==> config.mk <==
export PLATFORM = sky130hd
export DESIGN_NAME = issue_scheduler_flat
export DESIGN_NICKNAME = d
export VERILOG_FILES = /design/src/rtl/issue_scheduler_if.sv /design/src/rtl/issue_scheduler.sv /design/src/flat_wrapper.sv
export SDC_FILE = /design/constraint.sdc
export NUM_CORES = 1
export LEC_CHECK = 0
export ABC_AREA = 1
export ABC_CLOCK_PERIOD_IN_PS = 9380
export BUFFER_PORTS_ARGS = -buffer_cell sky130_fd_sc_hd__buf_4
export CAP_MARGIN = 20
export CORE_MARGIN = 3
export CORE_UTILIZATION = 40
export DETAILED_ROUTE_END_ITERATION = 16
export PLACE_DENSITY = 0.57
export SYNTH_ARGS = -nofsm -noshare
export SYNTH_HDL_FRONTEND = slang
export SYNTH_SLANG_ARGS = --single-unit
==> constraint.sdc <==
create_clock -name i_clk -period 9.38 [get_ports i_clk]
set_input_delay 0.938 -clock i_clk [delete_from_list [all_inputs] [get_ports i_clk]]
set_output_delay 0.938 -clock i_clk [all_outputs]
set_load 0.02 [all_outputs]
==> src/rtl/issue_scheduler_if.sv <==
// rtl/issue_scheduler_if.sv - decode_t package and decode-queue / issue-lane interface
package issue_scheduler_pkg;
  typedef enum logic [1:0] {OP_ALU, OP_LOAD, OP_STORE, OP_CTRL} op_e;

  typedef struct packed {
    logic        valid;
    op_e         op;
    logic [4:0]  rd;
    logic [4:0]  rs1;
    logic [4:0]  rs2;
    logic        wr_en;
    logic        use_pc;
    logic        use_imm;
    logic [15:0] imm;
  } decode_t;
endpackage

interface issue_scheduler_if #(parameter int ISSUE_W = 2) ();
  import issue_scheduler_pkg::*;
  localparam int TW = $clog2(ISSUE_W + 1);

  logic    [ISSUE_W-1:0] i_dque_valid;
  decode_t [ISSUE_W-1:0] i_dque_decode;
  logic    [TW-1:0]      o_sch_dque_take;
  decode_t [ISSUE_W-1:0] o_sch_decode;
  logic    [TW-1:0]      o_sch_issue_cnt;

  modport master (
    input  i_dque_valid, i_dque_decode,
    output o_sch_dque_take, o_sch_decode, o_sch_issue_cnt
  );

  modport slave (
    output i_dque_valid, i_dque_decode,
    input  o_sch_dque_take, o_sch_decode, o_sch_issue_cnt
  );
endinterface

==> src/rtl/issue_scheduler.sv <==
// rtl/issue_scheduler.sv - N-wide in-order issue scheduler with pending FIFO
// Define SCHED_WAW_CHECK_EN to also split groups on same-rd writers.
module issue_scheduler
  import issue_scheduler_pkg::*;
#(
  parameter int ISSUE_W   = 2,
  parameter int BUF_DEPTH = 4
) (
  input  logic                i_clk,
  input  logic                i_rstn,
  input  logic                i_flush,
  input  logic                i_exe_hold,
  issue_scheduler_if.master   dq
);
  localparam int PW = $clog2(BUF_DEPTH);
  localparam int CW = $clog2(BUF_DEPTH + 1);
  localparam int TW = $clog2(ISSUE_W + 1);

  decode_t               mem [BUF_DEPTH];
  logic    [PW-1:0]      rd_ptr, wr_ptr;
  logic    [CW-1:0]      count;
  decode_t [ISSUE_W-1:0] lane_q;
  logic    [TW-1:0]      issue_cnt_q;

  decode_t [ISSUE_W-1:0] head;
  decode_t [ISSUE_W-1:0] grp_lane;
  logic    [TW-1:0]      grp_n, nvalid, take;
  logic    [CW-1:0]      pop, space;
  logic                  lu_valid, hazard, stop, mem_seen;
  logic    [4:0]         lu_rd;

  function automatic logic reads_reg(decode_t d, logic [4:0] r);
    return (r != 5'd0) && ((!d.use_pc && d.rs1 == r) || (!d.use_imm && d.rs2 == r));
  endfunction

  function automatic logic is_mem(decode_t d);
    return (d.op == OP_LOAD) || (d.op == OP_STORE);
  endfunction

  always_comb begin
    for (int k = 0; k < ISSUE_W; k++) begin
      head[k] = mem[rd_ptr + PW'(k)];
    end
  end

  // The group currently on the lanes is what execute sees next; its load result is not yet forwardable.
  always_comb begin
    lu_valid = 1'b0;
    lu_rd    = 5'd0;
    for (int k = 0; k < ISSUE_W; k++) begin
      if (lane_q[k].valid && lane_q[k].op == OP_LOAD && lane_q[k].rd != 5'd0) begin
        lu_valid = 1'b1;
        lu_rd    = lane_q[k].rd;
      end
    end
  end

  // A control transfer ends the group, so at most one can ever join.
  always_comb begin
    grp_n    = '0;
    stop     = 1'b0;
    mem_seen = 1'b0;
    hazard   = 1'b0;
    for (int k = 0; k < ISSUE_W; k++) begin
      hazard = (CW'(k) >= count) || (lu_valid && reads_reg(head[k], lu_rd));
      if (is_mem(head[k]) && mem_seen) hazard = 1'b1;
      for (int j = 0; j < ISSUE_W; j++) begin
        if (j < k) begin
          if (head[j].wr_en && reads_reg(head[k], head[j].rd)) hazard = 1'b1;
`ifdef SCHED_WAW_CHECK_EN
          if (head[j].wr_en && head[k].wr_en && head[j].rd != 5'd0 && head[j].rd == head[k].rd)
            hazard = 1'b1;
`endif
        end
      end
      if (stop || hazard) begin
        stop = 1'b1;
      end else begin
        grp_n = TW'(k + 1);
        if (is_mem(head[k])) mem_seen = 1'b1;
        if (head[k].op == OP_CTRL) stop = 1'b1;
      end
    end
  end

  always_comb begin
    for (int k = 0; k < ISSUE_W; k++) begin
      grp_lane[k]       = head[k];
      grp_lane[k].valid = 1'b1;
      if (TW'(k) >= grp_n) grp_lane[k] = '0;
    end
  end

  // Space counts entries freed by this cycle's issue; the data itself is not bypassed.
  always_comb begin
    nvalid = '0;
    for (int k = 0; k < ISSUE_W; k++) begin
      if (dq.i_dque_valid[k]) nvalid = nvalid + TW'(1);
    end
    pop   = (i_flush || i_exe_hold) ? '0 : CW'(grp_n);
    space = CW'(BUF_DEPTH) - (count - pop);
    if (!i_rstn || i_flush)     take = '0;
    else if (CW'(nvalid) < space) take = nvalid;
    else                        take = TW'(space);
  end

  always_ff @(posedge i_clk) begin
    for (int k = 0; k < ISSUE_W; k++) begin
      if (TW'(k) < take) mem[wr_ptr + PW'(k)] <= dq.i_dque_decode[k];
    end
  end

  always_ff @(posedge i_clk) begin
    if (!i_rstn || i_flush) begin
      rd_ptr      <= '0;
      wr_ptr      <= '0;
      count       <= '0;
      lane_q      <= '0;
      issue_cnt_q <= '0;
    end else begin
      rd_ptr <= rd_ptr + PW'(pop);
      wr_ptr <= wr_ptr + PW'(take);
      count  <= count - pop + CW'(take);
      if (!i_exe_hold) begin
        lane_q      <= grp_lane;
        issue_cnt_q <= grp_n;
      end
    end
  end

  assign dq.o_sch_dque_take = take;
  assign dq.o_sch_decode    = lane_q;
  assign dq.o_sch_issue_cnt = issue_cnt_q;
endmodule

==> src/flat_wrapper.sv <==
// flat-port wrapper written by rule: the top's interface ports become plain ports
module issue_scheduler_flat import issue_scheduler_pkg::*;
#(
  parameter int ISSUE_W   = 2,
  parameter int BUF_DEPTH = 4
)
  (i_clk, i_rstn, i_flush, i_exe_hold, dq_i_dque_valid, dq_i_dque_decode, dq_o_sch_dque_take, dq_o_sch_decode, dq_o_sch_issue_cnt);
  issue_scheduler_if #(.ISSUE_W(ISSUE_W)) dq_i ();
  input  logic i_clk;
  input  logic i_rstn;
  input  logic i_flush;
  input  logic i_exe_hold;
  input wire logic [$bits(dq_i.i_dque_valid)-1:0] dq_i_dque_valid;
  input wire logic [$bits(dq_i.i_dque_decode)-1:0] dq_i_dque_decode;
  output wire logic [$bits(dq_i.o_sch_dque_take)-1:0] dq_o_sch_dque_take;
  output wire logic [$bits(dq_i.o_sch_decode)-1:0] dq_o_sch_decode;
  output wire logic [$bits(dq_i.o_sch_issue_cnt)-1:0] dq_o_sch_issue_cnt;
  assign dq_i.i_dque_valid = dq_i_dque_valid;
  assign dq_i.i_dque_decode = dq_i_dque_decode;
  assign dq_o_sch_dque_take = dq_i.o_sch_dque_take;
  assign dq_o_sch_decode = dq_i.o_sch_decode;
  assign dq_o_sch_issue_cnt = dq_i.o_sch_issue_cnt;
  issue_scheduler #(.ISSUE_W(ISSUE_W), .BUF_DEPTH(BUF_DEPTH)) u_core (.i_clk(i_clk), .i_rstn(i_rstn), .i_flush(i_flush), .i_exe_hold(i_exe_hold), .dq(dq_i));
endmodule
==> flow_results.xml <==
<?xml version="1.0" encoding="UTF-8"?>
<metrics>
  <group name="floorplan">
    <metric name="floorplan.initialDensity" unit="%">41.0</metric>
    <metric name="dieWidth" unit="um">182</metric>
    <metric name="core_region_area" unit="um^2">30000</metric>
    <metric name="num_rows" unit="">63</metric>
    <metric name="floorplan.io_pins" unit="">158</metric>
    <metric name="design.die.area" unit="um^2">32900</metric>
    <metric name="die_height" unit="um">182</metric>
  </group>
  <group name="cells_and_area">
    <metric name="n_antenna_cell" unit="">0</metric>
    <metric name="layout.nets" unit="">1805</metric>
    <metric name="synthToLayoutAreaGrowth" unit="%">19.0</metric>
    <metric name="post-route-cell-area" unit="um^2">14700</metric>
    <metric name="n_fill_cell" unit="">2882</metric>
    <metric name="multi_input_area" unit="um^2">5340</metric>
    <metric name="ff_latch_area" unit="um^2">5970</metric>
    <metric name="finalNonFillerCells" unit="">2125</metric>
    <metric name="post-route-util" unit="%">48.8</metric>
    <metric name="final_layout_size_suffix_gt1_share" unit="%">15.3</metric>
  </group>
  <group name="setup_path">
    <metric name="worst_path_dominant_cell_family" unit="">simple AND/OR/NAND/NOR gates</metric>
    <metric name="crit_path_top_delay_cell" unit="">sky130_fd_sc_hd__fa_1</metric>
    <metric name="worst_ep_required_time" unit="ns">8.44</metric>
    <metric name="crit_fanout" unit="">50</metric>
    <metric name="critical-path-max-stage-delay" unit="ns">0.50</metric>
    <metric name="end_kind" unit="">output pin</metric>
    <metric name="critical_path_buf_inv_count" unit="">8</metric>
    <metric name="worstPathArrival" unit="ns">6.13</metric>
    <metric name="dominant_cell_type_by_count_on_the_critical_path" unit="">sky130_fd_sc_hd__nand2_1</metric>
    <metric name="cp-start-kind" unit="">flop</metric>
    <metric name="timing_worst_setup_path_type" unit="">flop to output pin</metric>
  </group>
  <group name="outcome">
    <metric name="status" unit="">complete, no violations</metric>
  </group>
  <group name="clocking">
    <metric name="clk_latency" unit="ns">0.53</metric>
    <metric name="clock_tree.root_cell" unit="">sky130_fd_sc_hd__clkbuf_16</metric>
    <metric name="clk_pin_slew" unit="ns">0.06</metric>
    <metric name="htree_num_levels" unit="">1</metric>
    <metric name="cts_resized" unit="">0</metric>
    <metric name="cts_buffer_depth" unit="">3</metric>
    <metric name="tritoncts" unit="">built</metric>
    <metric name="holdBufCountCts" unit="">0</metric>
    <metric name="cts_sinks" unit="">226</metric>
    <metric name="numCtsBuffers" unit="">26</metric>
    <metric name="post_cts.repair.setup_buffers" unit="">0</metric>
  </group>
  <group name="sta">
    <metric name="final.period_utilization" unit="%">75.3</metric>
    <metric name="grt_setup_unrepaired" unit="">no</metric>
    <metric name="tightest_slew" unit="ns">0.897</metric>
    <metric name="clock_skew" unit="ns">0.0140</metric>
    <metric name="slew_viol_final" unit="">0</metric>
    <metric name="setup_viol" unit="">0</metric>
    <metric name="hold_violations" unit="">0</metric>
    <metric name="fin_tns_setup" unit="ns">0</metric>
    <metric name="achievable-frequency" unit="MHz">142</metric>
    <metric name="final_min_period" unit="ns">7.06</metric>
    <metric name="worst_slew_margin_rel" unit="%">40.1</metric>
  </group>
  <group name="synthesis">
    <metric name="ys_dominant_reg_cell" unit="">sky130_fd_sc_hd__edfxtp_1</metric>
    <metric name="synth_area_leader_cell" unit="">sky130_fd_sc_hd__edfxtp_1</metric>
    <metric name="area_fraction_of_the_dominant_cell_type_after_synthesis" unit="%">35.1</metric>
    <metric name="synth-edff-count" unit="">144</metric>
    <metric name="synth_area_leaders" unit="">sky130_fd_sc_hd__edfxtp_1 (35%), sky130_fd_sc_hd__nand2_1 (16%), sky130_fd_sc_hd__dfxtp_1 (13%)</metric>
    <metric name="postSynthRegisterBits" unit="">226</metric>
    <metric name="avgSynthCellArea" unit="um^2">7.65</metric>
    <metric name="mappedNetlistArea" unit="um^2">12300</metric>
    <metric name="synthesis.instances" unit="">1611</metric>
    <metric name="postSynthNetCount" unit="">1701</metric>
    <metric name="synth_cell_type_count" unit="">42</metric>
    <metric name="yosys_warn_count" unit="">0</metric>
    <metric name="async_reset_ff_share" unit="%">0</metric>
    <metric name="ys_seq_area_share" unit="%">48.4</metric>
  </group>
  <group name="grt">
    <metric name="grt_most_used_layer" unit="">met1</metric>
    <metric name="grt_util_met3" unit="%">4.15</metric>
    <metric name="grt_start_max_net_pins" unit="">81</metric>
    <metric name="grt_antenna_before_repair" unit="">1</metric>
    <metric name="grt_pass1_vias" unit="">10100</metric>
    <metric name="met1_usage" unit="%">34.0</metric>
    <metric name="global_route.usage.total" unit="%">21.8</metric>
    <metric name="grt.overflow.total" unit="">0</metric>
    <metric name="grt.met2_usage" unit="%">31.2</metric>
    <metric name="grt_first_pass_wirelength" unit="um">57000</metric>
  </group>
  <group name="pwr">
    <metric name="static-leakage-power" unit="nW">6.30</metric>
    <metric name="peakVddDrop" unit="V">0.000126</metric>
    <metric name="power-per-cell-area" unit="nW/um^2">175</metric>
  </group>
  <group name="placed_design">
    <metric name="portBuffers" unit="">155</metric>
    <metric name="post_dp_cell_area" unit="um^2">13700</metric>
    <metric name="routabilityCongestion" unit="">0.879</metric>
    <metric name="dpl.cell_count" unit="">2077</metric>
    <metric name="hpwlAfterDp" unit="um">25500</metric>
  </group>
  <group name="routing">
    <metric name="drt_iter0_markers" unit="">959</metric>
    <metric name="via_per_inst" unit="">5.16</metric>
    <metric name="wl" unit="um">37100</metric>
    <metric name="dr_total_vias" unit="">11000</metric>
    <metric name="iteration_count_of_the_initial_detailed_routing_pass" unit="">6</metric>
    <metric name="post-route-drc-count" unit="">0</metric>
    <metric name="ant_nets" unit="">0</metric>
    <metric name="detail_routed_net_length_per_standard_cell" unit="um">17.5</metric>
  </group>
  <group name="job">
    <metric name="maximum_capacitance_violations" unit="">0</metric>
  </group>
  <group name="hold_path">
    <metric name="min-delay-path-class" unit="">flop to flop</metric>
  </group>
</metrics>
==> area by class of cell <==
type / instances / area share (%)
Sequential cell: 226 / 40.7
Multi-Input combinational cell: 1137 / 36.4
Timing Repair Buffer: 173 / 9.02
Clock buffer: 31 / 4.99
Inverter: 151 / 3.86
Tap cell: 390 / 3.33
Clock inverter: 17 / 1.73
==> per-layer routing <==
layer,vias to the layer above,share of wire [%]
met5,-,0.046
met4,2,1.8
met3,47,8.9
met2,393,40
met1,4977,49
li1,5540,-
==> power breakdown <==
| part | internal (mW) | total [mW] | switching [mW] |
|---|---|---|---|
| sequential | 1.10 | 1.12 | 0.0159 |
| clock | 0.724 | 1.14 | 0.417 |
| combinational | 0.0970 | 0.305 | 0.208 |
==> cell usage in the layout (no fill, tap or decap), types with 3 or more instances in the layout <==
master                       synthesis  final
sky130_fd_sc_hd__o21ai_0           229    228
sky130_fd_sc_hd__a221oi_1            6      6
sky130_fd_sc_hd__nand2_1           520    517
sky130_fd_sc_hd__buf_4               4    171
sky130_fd_sc_hd__o22ai_1             9      9
sky130_fd_sc_hd__o211ai_1            4      4
sky130_fd_sc_hd__clkinvlp_4          0      3
sky130_fd_sc_hd__dfxtp_1            82     81
sky130_fd_sc_hd__nand2_2             7     10
sky130_fd_sc_hd__o21ai_1             5      5
sky130_fd_sc_hd__a22oi_1             4      4
sky130_fd_sc_hd__inv_1             140    140
sky130_fd_sc_hd__edfxtp_1          144    144
sky130_fd_sc_hd__nor2_1             83     83
sky130_fd_sc_hd__inv_4               0      3
sky130_fd_sc_hd__bufinv_16           0      6
sky130_fd_sc_hd__clkbuf_16           0     28
sky130_fd_sc_hd__nand3b_1            4      4
sky130_fd_sc_hd__nand3_2            10     10
sky130_fd_sc_hd__inv_2              10     10
sky130_fd_sc_hd__mux2i_1             8      8
sky130_fd_sc_hd__ha_1                8      8
sky130_fd_sc_hd__clkinv_2            0      3
sky130_fd_sc_hd__a21oi_1           122    122
sky130_fd_sc_hd__nand3_1            90     90
sky130_fd_sc_hd__xor2_1              4      4
==> worst register-to-register path: cells and delay by family (launching register included) <==
| kind | cells | cell delay (ns) |
|---|---|---|
| AND/OR/NAND/NOR | 14 | 2.05 |
| buffers and inverters | 8 | 1.93 |
| adder cells (fa/ha/maj) | 4 | 1.24 |
| AO/OA/AOI/OAI | 4 | 0.92 |
| flip-flops | 1 | 0.49 |
==> logic make-up after synthesis <==
| group | Yosys count | synth area share (%) |
|---|---|---|
| simple gates | 726 | 24.2 |
| compound gates | 388 | 16.6 |
| buf+inv | 248 | 8.66 |
| flops | 226 | 48.4 |
| fa+ha+maj | 10 | 1.14 |
| mux | 8 | 0.650 |
| xor+xnor | 5 | 0.355 |
==> synthesized netlist by cell type (9+ instances only) <==
master / number
sky130_fd_sc_hd__edfxtp_1: 144
sky130_fd_sc_hd__o21ai_0: 229
sky130_fd_sc_hd__nor2_1: 83
sky130_fd_sc_hd__clkbuf_1: 62
sky130_fd_sc_hd__nand3_1: 90
sky130_fd_sc_hd__a21oi_1: 122
sky130_fd_sc_hd__inv_1: 140
sky130_fd_sc_hd__dfxtp_1: 82
sky130_fd_sc_hd__inv_2: 10
sky130_fd_sc_hd__o22ai_1: 9
sky130_fd_sc_hd__buf_2: 16
sky130_fd_sc_hd__nand3_2: 10
sky130_fd_sc_hd__buf_6: 12
sky130_fd_sc_hd__nand2_1: 520
==> through the flow <==
stage          setup WS, ns  power [mW]  hold slack, ns
6_report               2.32        2.57           0.463
5_1_grt                1.81        2.67           0.487
4_1_cts                2.35        2.58           0.467
3_5_place_dp           2.53        1.44           0.458
3_3_place_gp           2.61        1.44           0.454
2_1_floorplan          1.59        1.33           0.545
==> worst paths after layout <==
path / from / endpoint / slack [ns] / cells after the start
hold / removal: u_core.dq.o_sch_decode[21] / u_core.dq.o_sch_decode[21] / 0.46 / 2
setup / recovery: u_core.rd_ptr[0] / dq_o_sch_dque_take[1] / 2.32 / 28
setup reg to reg: u_core.rd_ptr[0] / u_core.mem[3][32] / 2.46 / 30
hold reg to reg: u_core.dq.o_sch_decode[21] / u_core.dq.o_sch_decode[21] / 0.46 / 2
==> sequential cells by signal, indices dropped and copies added, names as in the netlist <==
| name | count |
|---|---|
| u_core.count | 3 |
| u_core.dq.o_sch_decode | 73 |
| u_core.dq.o_sch_issue_cnt | 2 |
| u_core.mem | 144 |
| u_core.rd_ptr | 2 |
| u_core.wr_ptr | 2 |
(Power assumes the default switching activity.)
